## config.mk

```make
export PLATFORM = sky130hd
export DESIGN_NAME = logarithmic_afpm
export DESIGN_NICKNAME = d
export VERILOG_FILES = /design/src/rtl/logarithmic_afpm.sv
export SDC_FILE = /design/constraint.sdc
export NUM_CORES = 1
export LEC_CHECK = 0
export BUFFER_PORTS_ARGS = -buffer_cell sky130_fd_sc_hd__buf_2
export CORE_MARGIN = 2
export CORE_UTILIZATION = 42
export CTS_CLUSTER_SIZE = 8
export DETAILED_ROUTE_END_ITERATION = 8
export PLACE_DENSITY = 0.63
export RECOVER_POWER = 50
export SLEW_MARGIN = 20
export SYNTH_ARGS = -nofsm -noshare
export SYNTH_HDL_FRONTEND = slang
export SYNTH_SLANG_ARGS = --single-unit
```

## constraint.sdc

```tcl
create_clock -name clk -period 4 [get_ports clk]
set_input_delay 0.6 -clock clk [delete_from_list [all_inputs] [get_ports clk]]
set_output_delay 0.6 -clock clk [all_outputs]
set_load 0.01 [all_outputs]
```

## src/rtl/logarithmic_afpm.sv

```systemverilog
// Approximate FP16 multiplier (Mitchell logarithmic method) behind a byte-serial
// Tiny Tapeout style pin interface. One fixed 4-cycle frame per multiplication:
// load low bytes, load high bytes, emit low product byte, emit high product byte.
`timescale 1ns/1ps
module logarithmic_afpm (
    input  logic       clk,
    input  logic       rst_n,
    input  logic       ena,
    input  logic [7:0] ui_in,
    input  logic [7:0] uio_in,
    output logic [7:0] uo_out,
    output logic [7:0] uio_out,
    output logic [7:0] uio_oe
);

    typedef enum logic [1:0] {StLoadLo, StLoadHi, StOutLo, StOutHi} state_e;

    // FP16 exponent bias (15) placed in the exponent field: 15 << 10.
    localparam logic signed [16:0] BiasL  = 17'sd15360;
    localparam logic signed [16:0] OvfL   = 17'sd31744;  // 0x7C00
    localparam logic signed [16:0] UnfL   = 17'sd1024;   // 0x0400
    localparam logic [15:0]        QNaN   = 16'h7E00;

    state_e      state_q, state_d;
    logic [15:0] a_q, a_d;
    logic [15:0] b_q, b_d;
    logic [15:0] p_q, p_d;
    logic [7:0]  uo_q, uo_d;
    logic [15:0] prod;

    // Combinational Mitchell product of the fully loaded operands.
    always_comb begin
        logic               sgn;
        logic               nan_a, nan_b, inf_a, inf_b, zero_a, zero_b;
        logic signed [16:0] mag_l;
        sgn    = a_q[15] ^ b_q[15];
        nan_a  = (a_q[14:10] == 5'h1F) && (a_q[9:0] != 10'h0);
        nan_b  = (b_q[14:10] == 5'h1F) && (b_q[9:0] != 10'h0);
        inf_a  = (a_q[14:10] == 5'h1F) && (a_q[9:0] == 10'h0);
        inf_b  = (b_q[14:10] == 5'h1F) && (b_q[9:0] == 10'h0);
        // Subnormals are flushed, so any e=0 operand behaves as zero.
        zero_a = (a_q[14:10] == 5'h00);
        zero_b = (b_q[14:10] == 5'h00);
        // Adding packed exp|frac fields is a log2 add; mantissa carry rolls
        // into the exponent, which is the Mitchell antilog approximation.
        mag_l  = $signed({2'b00, a_q[14:0]}) + $signed({2'b00, b_q[14:0]}) - BiasL;
        prod   = {sgn, mag_l[14:0]};
        if (nan_a || nan_b || (inf_a && zero_b) || (inf_b && zero_a)) begin
            prod = QNaN;
        end else if (inf_a || inf_b) begin
            prod = {sgn, 15'h7C00};
        end else if (zero_a || zero_b) begin
            prod = {sgn, 15'h0000};
        end else if (mag_l >= OvfL) begin
            prod = {sgn, 15'h7C00};
        end else if (mag_l < UnfL) begin
            prod = {sgn, 15'h0000};
        end
    end

    // Frame sequencing and operand/result capture.
    always_comb begin
        state_d = state_q;
        a_d     = a_q;
        b_d     = b_q;
        p_d     = p_q;
        uo_d    = uo_q;
        unique case (state_q)
            StLoadLo: begin
                a_d[7:0] = ui_in;
                b_d[7:0] = uio_in;
                state_d  = StLoadHi;
            end
            StLoadHi: begin
                a_d[15:8] = ui_in;
                b_d[15:8] = uio_in;
                state_d   = StOutLo;
            end
            StOutLo: begin
                p_d     = prod;
                uo_d    = prod[7:0];
                state_d = StOutHi;
            end
            StOutHi: begin
                uo_d    = p_q[15:8];
                state_d = StLoadLo;
            end
            default: state_d = StLoadLo;
        endcase
    end

    // State registers: synchronous active-low reset, hold while ena is low.
    always_ff @(posedge clk) begin
        if (!rst_n) begin
            state_q <= StLoadLo;
            a_q     <= 16'h0000;
            b_q     <= 16'h0000;
            p_q     <= 16'h0000;
            uo_q    <= 8'h00;
        end else if (ena) begin
            state_q <= state_d;
            a_q     <= a_d;
            b_q     <= b_d;
            p_q     <= p_d;
            uo_q    <= uo_d;
        end
    end

    assign uo_out  = uo_q;
    assign uio_out = 8'h00;
    assign uio_oe  = 8'h00;

endmodule

```

==> results of run 1 <==
## worst paths after layout
path              startpoint       to  slack (ps)  depth (start not counted)
setup / recovery      a_q[1]   p_q[9]         600                         12
hold / removal       a_q[15]  a_q[15]         470                          2
setup reg to reg      a_q[1]   p_q[9]         600                         12
hold reg to reg      a_q[15]  a_q[15]         470                          2
## per-layer routing
layer	share of wire	routed length, um	track usage
met5	0	0	0
met4	0.015	115	0.0441
met3	0.030	234	0.0293
met2	0.45	3490	0.301
met1	0.50	3860	0.254
## registers in the layout (all words and copies together) (netlist names)
name,count
a_q,16
b_q,16
p_q,8
uo_out,8
state_q,2
## worst max-delay path, cell delays in order (launching register included)
cell and delay (ps):
dfxtp_1 350, ha_1 300, ha_1 210, inv_1 70
fa_1 200, nor2b_1 70, o2111a_1 250, o2111a_1 290
or4b_1 460, and3_1 170, or4_4 490, o21ai_4 280
o32ai_1 140
## final cells by class
type / count / share of cell area
Timing Repair Buffer: 28 / 0.0377
Multi-Input combinational cell: 339 / 0.595
Tap cell: 102 / 0.0359
Clock buffer: 5 / 0.0194
Sequential cell: 50 / 0.282
Clock inverter: 3 / 0.0134
Inverter: 16 / 0.0169
## power groups by stage
stage                     sequential, uW  clock (uW)  combinational (uW)
final                                549         381                 229
after global routing                 553         411                 258
after CTS                            549         389                 231
after detailed placement             560           0                 229
after global placement               559           0                 228
after floorplan                      555           0                 178
## through the flow
step	util	hold WS (ps)	total power (uW)	instance area, sq um	instances
floorplan	-	445	733	3380	442
global placement	0.449	456	787	3450	535
detailed placement	0.449	458	790	3450	535
CTS	0.464	473	1170	3570	543
global route	0.462	489	1220	3550	543
finish	0.462	471	1160	3550	543
## cell families after synthesis
logic type	share of synthesized area
buf+inv	0.0780
mux	0.00302
compound gates	0.217
flops	0.302
xor+xnor	0.0369
simple gates	0.228
fa+ha+maj	0.134
other cells	0.00113
## layout by cell type, fill, tap and decap left out, types with 5 or more instances in the layout
cell type / Yosys / layout
nand4_1: 8 / 8
dfxtp_1: 50 / 50
nor2_1: 30 / 30
ha_1: 34 / 34
o211ai_1: 11 / 11
nand3_1: 11 / 11
clkbuf_8: 0 / 5
xnor2_1: 6 / 6
inv_1: 16 / 16
buf_2: 0 / 17
a21boi_0: 12 / 30
nand2_1: 93 / 93
o21ai_1: 11 / 11
a21oi_1: 11 / 11
o21ai_0: 7 / 7
xor2_1: 8 / 8
conb_1: 1 / 16
clkbuf_1: 21 / 9
==> results.ini, run 1 <==
[outcome]
status=finished, violations left
violations=capacitance limit, slew limit

[layout]
drive_gt1_frac=0.0703
fill_cells=808
regArea_sq_um=1000
multi_input_comb_area_sq_um=2120
n_antenna_cell=0
fin_nets=494
area_growth_syn_to_layout_pct=7.09

[yosys]
synth_top_area_share=0.302
syn-mean-instance-area_sq_um=7.77
synthesis.area_sq_um=3320
synthTopCellsByCount=93 x nand2_1, 50 x dfxtp_1, 34 x ha_1
synth.most_common_cell=nand2_1
ys_warn_count=0
ys_types=49
synthFlopType=dfxtp_1
async_reset_ff_frac=0
netlist_instances=427
synth_edf_count=0
synth_seq_cells=50
synth_area_leaders=dfxtp_1 30%, ha_1 13%, nand2_1 11%, a21boi_1 5.0%, buf_4 3.6%
synth_top_cell_by_area=dfxtp_1
synth_seq_area_share=0.302

[critical_path]
arrival_ps=3600
crit_path_start_kind=flop
worst_ep_required_time_ps=4190
end_kind=flop
critical_path.max_fanout=10
path_class=reg -> reg

[sta]
slew_viol_final=56
clock_skew_ps=8.15
relSlewSlack=-0.289
setup_ws_ps=595
rsz0062_at_grt=false
worst_pin_slew_ps=1930
timing.fmax_mhz=294
period_share=0.851
fin_crit_ps=3400
hold_viol_final=0
setup_viol=0
fin_setup_tns_ps=0

[floorplan]
row_count=32
die_h_um=92.9
io_pins=43
fp.dieArea_sq_um=8630
core_area_sq_um=7690
die_x_um=92.9
initial_utilization=0.432

[pwr]
clkPwrFrac=0.329
irDropWorstVdd_mv=0.226
switching_share=0.309
power_frac_seq=0.473
p_int_uw=801
p_leak_uw=0.00145
p_comb_frac=0.198
p_sw_uw=359
p_per_area_nw_per_um2=326

[route]
drt_iter0_markers=109
antenna_left=0
drcViolationCount=0
vias=2865
firstDrtPassIters=4
via_per_inst=5.28
wl_um=7690
drt-wirelength-per-cell_um=14.2

[clock_network]
htree_levels=2
root_buffer=clkbuf_8
cts_max_path_buffers=2
clock-sinks=50
insertion_delay_ps=310
clk_pin_slew_ps=100
postCtsHoldBufs=0
cts_setup_buffers=0
cts_tree=yes
ctsResizeCount=0
cts_buffers=5

[global_routing]
grt_pass1_vias=2673
track_usage=0.184
grt_max_degree=56
antenna_found_initial=0
overflow=0
grt_pass1_wl_um=12800

[placed_design]
pre_cts_ws_ps=646
portBuffers=26
dp_hpwl_um=5970
place.gp.congestion=0.848

[job]
drv_cap=1

[worst_hold_path]
hp-class=reg -> reg

No activity file was read; power rests on OpenSTA's default activity.
==> run 2: changes to the inputs <==
--- a/config.mk
+++ b/config.mk
@@ -12,6 +12,7 @@
 export DETAILED_ROUTE_END_ITERATION = 8
 export PLACE_DENSITY = 0.63
 export RECOVER_POWER = 50
+export REMOVE_ABC_BUFFERS = 1
 export SLEW_MARGIN = 20
 export SYNTH_ARGS = -nofsm -noshare
 export SYNTH_HDL_FRONTEND = slang
==> results.ini, run 2 (synthesis gave the netlist of run 1 again) <==
[floorplan]
core_area_sq_um=7690  ; unchanged
io_pins=43  ; unchanged
row_count=32  ; unchanged
initial_utilization=0.432  ; unchanged
die_x_um=92.9  ; unchanged
fp.dieArea_sq_um=8630  ; unchanged
die_h_um=92.9  ; unchanged

[placed_design]
dp_hpwl_um=5990  ; was 5970 um
place.gp.congestion=0.893  ; was 0.848
portBuffers=26  ; unchanged

[route]
drt_iter0_markers=150  ; was 109
drcViolationCount=0  ; unchanged
wl_um=7870  ; was 7690 um
antenna_left=0  ; unchanged
drt-wirelength-per-cell_um=14.5  ; was 14.2 um
via_per_inst=5.28  ; about the same
vias=2869  ; was 2865
firstDrtPassIters=4  ; unchanged

[critical_path]
worst_ep_required_time_ps=4210  ; was 4190 ps
end_kind=flop  ; unchanged
crit_path_start_kind=flop  ; unchanged
arrival_ps=3600  ; about the same
crit_chain=ha_1 > ha_1 > inv_1 > fa_1 > nor2b_1 > o2111a_1 > o2111a_1 > or4b_1 > and3_1 > or4_4 > o21ai_4 > o32ai_1  ; unchanged
cp_slowest_cell=or4_4  ; unchanged
critical_path.max_fanout=10  ; unchanged
max_stage_delay_ps=490  ; about the same
path_class=reg -> reg  ; unchanged
cp_num_buf_inv=1  ; unchanged
cp_top_family=simple AND/OR/NAND/NOR gates  ; unchanged

[clock_network]
htree_levels=2  ; unchanged
cts_setup_buffers=0  ; unchanged
cts_max_path_buffers=2  ; unchanged
ctsResizeCount=0  ; unchanged
cts_tree=yes  ; unchanged
clk_pin_slew_ps=110  ; was 100 ps
root_buffer=clkbuf_8  ; unchanged
insertion_delay_ps=320  ; was 310 ps
cts_buffers=5  ; unchanged
clock-sinks=50  ; unchanged
postCtsHoldBufs=0  ; unchanged

[sta]
hold_viol_final=0  ; unchanged
fin_setup_tns_ps=0  ; unchanged
clock_skew_ps=13.8  ; was 8.15 ps
fin_crit_ps=3400  ; about the same
period_share=0.849  ; was 0.851
relSlewSlack=-0.356  ; was -0.289
worst_pin_slew_ps=2030  ; was 1930 ps
rsz0062_at_grt=false  ; unchanged
timing.fmax_mhz=294  ; about the same
slew_viol_final=56  ; unchanged
setup_viol=0  ; unchanged

[layout]
final_util=0.460  ; was 0.462
final_cell_mix=93 x nand2_1, 50 x dfxtp_1, 34 x ha_1  ; unchanged
area_growth_syn_to_layout_pct=6.52  ; was 7.09%
final_common_cell=nand2_1  ; unchanged
reg.largest.list=a_q: 16 flops, b_q: 16 flops  ; unchanged
multi_input_comb_area_sq_um=2120  ; unchanged
n_antenna_cell=0  ; unchanged
regArea_sq_um=1000  ; unchanged
fill_cells=833  ; was 808
drive_gt1_frac=0.0703  ; unchanged
fin_nets=494  ; unchanged

[pwr]
power_frac_seq=0.495  ; was 0.473
switching_share=0.330  ; was 0.309
irDropWorstVdd_mv=0.213  ; was 0.226 mV
p_int_uw=742  ; was 801 uW
p_leak_uw=0.00144  ; was 0.00145 uW
p_comb_frac=0.208  ; was 0.198
p_per_area_nw_per_um2=313  ; was 326 nW/um^2
p_sw_uw=366  ; was 359 uW
clkPwrFrac=0.297  ; was 0.329

[job]
drv_cap=1  ; unchanged

[worst_hold_path]
hp-class=reg -> reg  ; unchanged

[global_routing]
grt_max_degree=56  ; unchanged
grt_pass1_vias=2741  ; was 2673
track_usage=0.190  ; was 0.184
overflow=0  ; unchanged
antenna_found_initial=0  ; unchanged
grt_pass1_wl_um=13200  ; was 12800 um

[outcome]
violations=capacitance limit, slew limit  ; unchanged
status=finished, violations left  ; unchanged

==> run 2: cell count changes in the layout (fill, tap and decap cells not counted) <==
| cell | before | now |
|---|---|---|
| a21boi_1 | 4 | 5 |
| bufinv_16 | 1 | 0 |
| inv_8 | 0 | 1 |
| a21boi_0 | 30 | 29 |
==> run 2: worst paths after layout <==
check        startpoint     end  slack, ps  cells past startpoint
max reg2reg      a_q[1]  p_q[9]        600                     12
min              p_q[8]  p_q[8]        490                      2
max              a_q[1]  p_q[9]        600                     12
min reg2reg      p_q[8]  p_q[8]        490                      2
==> run 2: per-stage QoR <==
stage	worst slack [ps]	hold WS, ps	cell area, sq um	total power [uW]	std cells
floorplan	862	445	3180	711	405
global placement	670	455	3450	788	535
finish	604	489	3540	1110	543
global route	446	510	3540	1170	543
detailed placement	647	458	3450	790	535
CTS	624	473	3550	1120	543
==> run 2: power by group through the flow <==
stage	clock (uW)	combinational (uW)	sequential, uW
3_5_place_dp	0	231	560
6_report	329	231	549
2_1_floorplan	0	156	555
3_3_place_gp	0	229	559
5_1_grt	358	261	553
4_1_cts	341	233	548
==> run 2: cell type report <==
class / instances / share of cell area
Tap cell: 102 / 0.0361
Clock buffer: 5 / 0.0195
Clock inverter: 3 / 0.00814
Sequential cell: 50 / 0.283
Multi-Input combinational cell: 339 / 0.598
Timing Repair Buffer: 28 / 0.0379
Inverter: 16 / 0.0170
==> run 2: layer usage <==
metal | wire length, um | vias to the layer above | GRT usage
met4 | 135 | 0 | 0.0576
met1 | 3880 | 1315 | 0.260
li1 | - | 1474 | -
met3 | 299 | 14 | 0.0325
met2 | 3560 | 66 | 0.305
met5 | 0 | - | 0
==> run 2: worst register-to-register path: cells and delay by family (launching register included) <==
kind,cells,cell delay [ps]
simple gates,4,1200
fa+ha+maj,3,700
flops,1,340
compound gates,4,970
buf+inv,1,70
==> run 3: changes to the inputs <==
--- a/config.mk
+++ b/config.mk
@@ -5,6 +5,7 @@
 export SDC_FILE = /design/constraint.sdc
 export NUM_CORES = 1
 export LEC_CHECK = 0
+export ABC_AREA = 1
 export BUFFER_PORTS_ARGS = -buffer_cell sky130_fd_sc_hd__buf_2
 export CORE_MARGIN = 2
 export CORE_UTILIZATION = 42
==> constraint.sdc (replaced) <==
create_clock -name clk -period 3.5 [get_ports clk]
set_input_delay 0.525 -clock clk [delete_from_list [all_inputs] [get_ports clk]]
set_output_delay 0.525 -clock clk [all_outputs]
set_load 0.01 [all_outputs]
==> results.ini, run 3 <==
[pwr]
p_sw_uw=477  ; was 366 uW
total_power_uw=1430  ; was 1110 uW
p_int_uw=951  ; was 742 uW
clkPwrFrac=0.294  ; was 0.297
p_comb_frac=0.255  ; was 0.208
p_per_area_nw_per_um2=381  ; was 313 nW/um^2
irDropWorstVdd_mv=0.280  ; was 0.213 mV
switching_share=0.334  ; was 0.330
p_leak_uw=0.00192  ; was 0.00144 uW
power_frac_seq=0.451  ; was 0.495

[layout]
fill_cells=844  ; was 833
fin_nets=609  ; was 494
area_growth_syn_to_layout_pct=7.50  ; was 6.52%
reg.largest.list=a_q: 16 flops, b_q: 16 flops  ; unchanged
drive_gt1_frac=0.0719  ; was 0.0703
fin_cells=661  ; was 543
n_antenna_cell=0  ; unchanged
final_common_cell=nand2_1  ; unchanged
final_util=0.461  ; was 0.460
final_cell_mix=116 x nand2_1, 82 x nor2_1, 60 x inv_1  ; was 93 x nand2_1, 50 x dfxtp_1, 34 x ha_1

[yosys]
synth_edf_count=0  ; unchanged
synthFlopType=dfxtp_1  ; unchanged
synth_top_cell_by_area=dfxtp_1  ; unchanged
synth_area_leaders=dfxtp_1 29%, nand2_1 12%, ha_1 12%, nor2_1 8.8%, o21ai_0 7.0%  ; was dfxtp_1 30%, ha_1 13%, nand2_1 11%, a21boi_1 5.0%, buf_4 3.6%
async_reset_ff_frac=0  ; unchanged
synthTopCellsByCount=116 x nand2_1, 82 x nor2_1, 60 x inv_1  ; was 93 x nand2_1, 50 x dfxtp_1, 34 x ha_1
synth_seq_area_share=0.287  ; was 0.302
synth_seq_cells=50  ; unchanged
synth_top_area_share=0.287  ; was 0.302
syn-mean-instance-area_sq_um=6.54  ; was 7.77 sq um
netlist_instances=533  ; was 427
synth.most_common_cell=nand2_1  ; unchanged
ys_types=28  ; was 49
synthesis.area_sq_um=3480  ; was 3320 sq um
ys_warn_count=0  ; unchanged

[sta]
fin_crit_ps=2790  ; was 3400 ps
hold_viol_final=0  ; unchanged
holdWs_ps=480  ; was 489 ps
fin_setup_tns_ps=0  ; unchanged
setup_viol=0  ; unchanged
slew_viol_final=0  ; was 56
rsz0062_at_grt=false  ; unchanged
timing.fmax_mhz=358  ; was 294 MHz
relSlewSlack=0.00379  ; was -0.356
worst_pin_slew_ps=1490  ; was 2030 ps
period_share=0.798  ; was 0.849
clock_skew_ps=7.85  ; was 13.8 ps

[global_routing]
grt_pass1_wl_um=14000  ; was 13200 um
grt_max_degree=46  ; was 56
track_usage=0.195  ; was 0.190
antenna_found_initial=0  ; unchanged
grt_pass1_vias=2918  ; was 2741
overflow=0  ; unchanged

[route]
drt_iter0_markers=115  ; was 150
wl_um=8450  ; was 7870 um
via_per_inst=5.04  ; was 5.28
firstDrtPassIters=4  ; unchanged
drcViolationCount=0  ; unchanged
antenna_left=0  ; unchanged
vias=3332  ; was 2869
drt-wirelength-per-cell_um=12.8  ; was 14.5 um

[worst_hold_path]
hp-class=reg -> reg  ; unchanged

[clock_network]
cts_max_path_buffers=2  ; unchanged
clock-sinks=50  ; unchanged
cts_buffers=5  ; unchanged
htree_levels=2  ; unchanged
cts_tree=yes  ; unchanged
clk_pin_slew_ps=100  ; was 110 ps
ctsResizeCount=0  ; unchanged
root_buffer=clkbuf_8  ; unchanged
postCtsHoldBufs=0  ; unchanged
insertion_delay_ps=300  ; was 320 ps
cts_setup_buffers=0  ; unchanged

[critical_path]
cp_slowest_cell=fa_1  ; was or4_4
worst_ep_required_time_ps=3730  ; was 4210 ps
path_class=reg -> reg  ; unchanged
end_kind=flop  ; unchanged
cp_top_family=simple AND/OR/NAND/NOR gates  ; unchanged
max_stage_delay_ps=400  ; was 490 ps
crit_chain=ha_1 > ha_1 > inv_1 > fa_1 > inv_1 > nand2_1 > nand3_1 > nand2_1 > nand3_1 > nand2_1 > nor2_2 > o21ai_2 > nor2_4 > nand3_1 > a21oi_1  ; was ha_1 > ha_1 > inv_1 > fa_1 > nor2b_1 > o2111a_1 > o2111a_1 > or4b_1 > and3_1 > or4_4 > o21ai_4 > o32ai_1
cp_num_buf_inv=2  ; was 1
arrival_ps=3030  ; was 3600 ps
critical_path.max_fanout=10  ; unchanged
crit_path_start_kind=flop  ; unchanged

[floorplan]
io_pins=43  ; unchanged
row_count=33  ; was 32
initial_utilization=0.428  ; was 0.432
fp.dieArea_sq_um=9040  ; was 8630 sq um
die_x_um=95.1  ; was 92.9 um
core_area_sq_um=8130  ; was 7690 sq um
die_h_um=95.1  ; was 92.9 um

[placed_design]
place.gp.congestion=0.880  ; was 0.893
dp_hpwl_um=6900  ; was 5990 um
portBuffers=26  ; unchanged
placed_cells=653  ; was 535

[job]
drv_cap=1  ; unchanged

[outcome]
violations=capacitance limit  ; was capacitance limit, slew limit
status=finished, violations left  ; unchanged

## run 3: power groups by stage
stage               logic (uW)  registers, uW  clock network [uW]
floorplan                  262            650                   0
global placement           359            657                   0
detailed placement         363            657                   0
CTS                        365            645                 425
global route               418            651                 447
finish                     364            645                 419
## run 3: worst paths after layout
path / slack, ps / endpoint / from / cells after the start
worst max register to register: 710 / uo_out[6] / b_q[1] / 15
worst max-delay path: 710 / uo_out[6] / b_q[1] / 15
worst min-delay path: 480 / p_q[8] / p_q[8] / 2
worst min register to register: 480 / p_q[8] / p_q[8] / 2
## run 3: cells by family after synthesis
group | synth area share
other | 0.00108
xor gates and xnor gates | 0.0176
DFF | 0.287
and+or+nand+nor | 0.322
buffers and inverters | 0.110
adders and majority gates | 0.128
AOI/OAI and AO/OA | 0.134
## run 3: area by class of cell
| class | instances | area (sq um) | share of cell area |
|---|---|---|---|
| timing repair buffer | 26 | 119 | 0.0317 |
| tap | 105 | 131 | 0.0351 |
| multi-input combinational | 412 | 2160 | 0.576 |
| clock buffer | 5 | 68.8 | 0.0184 |
| sequential | 50 | 1000 | 0.267 |
| clock inverter | 3 | 43.8 | 0.0117 |
| inverter | 60 | 225 | 0.0601 |
## run 3: metrics by stage
| stage | area (sq um) | setup WS (ps) |
|---|---|---|
| after floorplan | 3380 | 1130 |
| after global placement | 3640 | 739 |
| after detailed placement | 3640 | 723 |
| after CTS | 3760 | 697 |
| after global routing | 3750 | 368 |
| final | 3750 | 705 |
## run 3: worst min-delay path: stages (launching register included)
cell	delay [ps]
dfxtp_1	320
nand2_1	60
a21oi_1	60
## run 3: per-layer routing
layer	global-route usage	share of wire
met5	0	0
met4	0.0326	0.0076
met3	0.0206	0.033
met2	0.334	0.48
met1	0.268	0.48
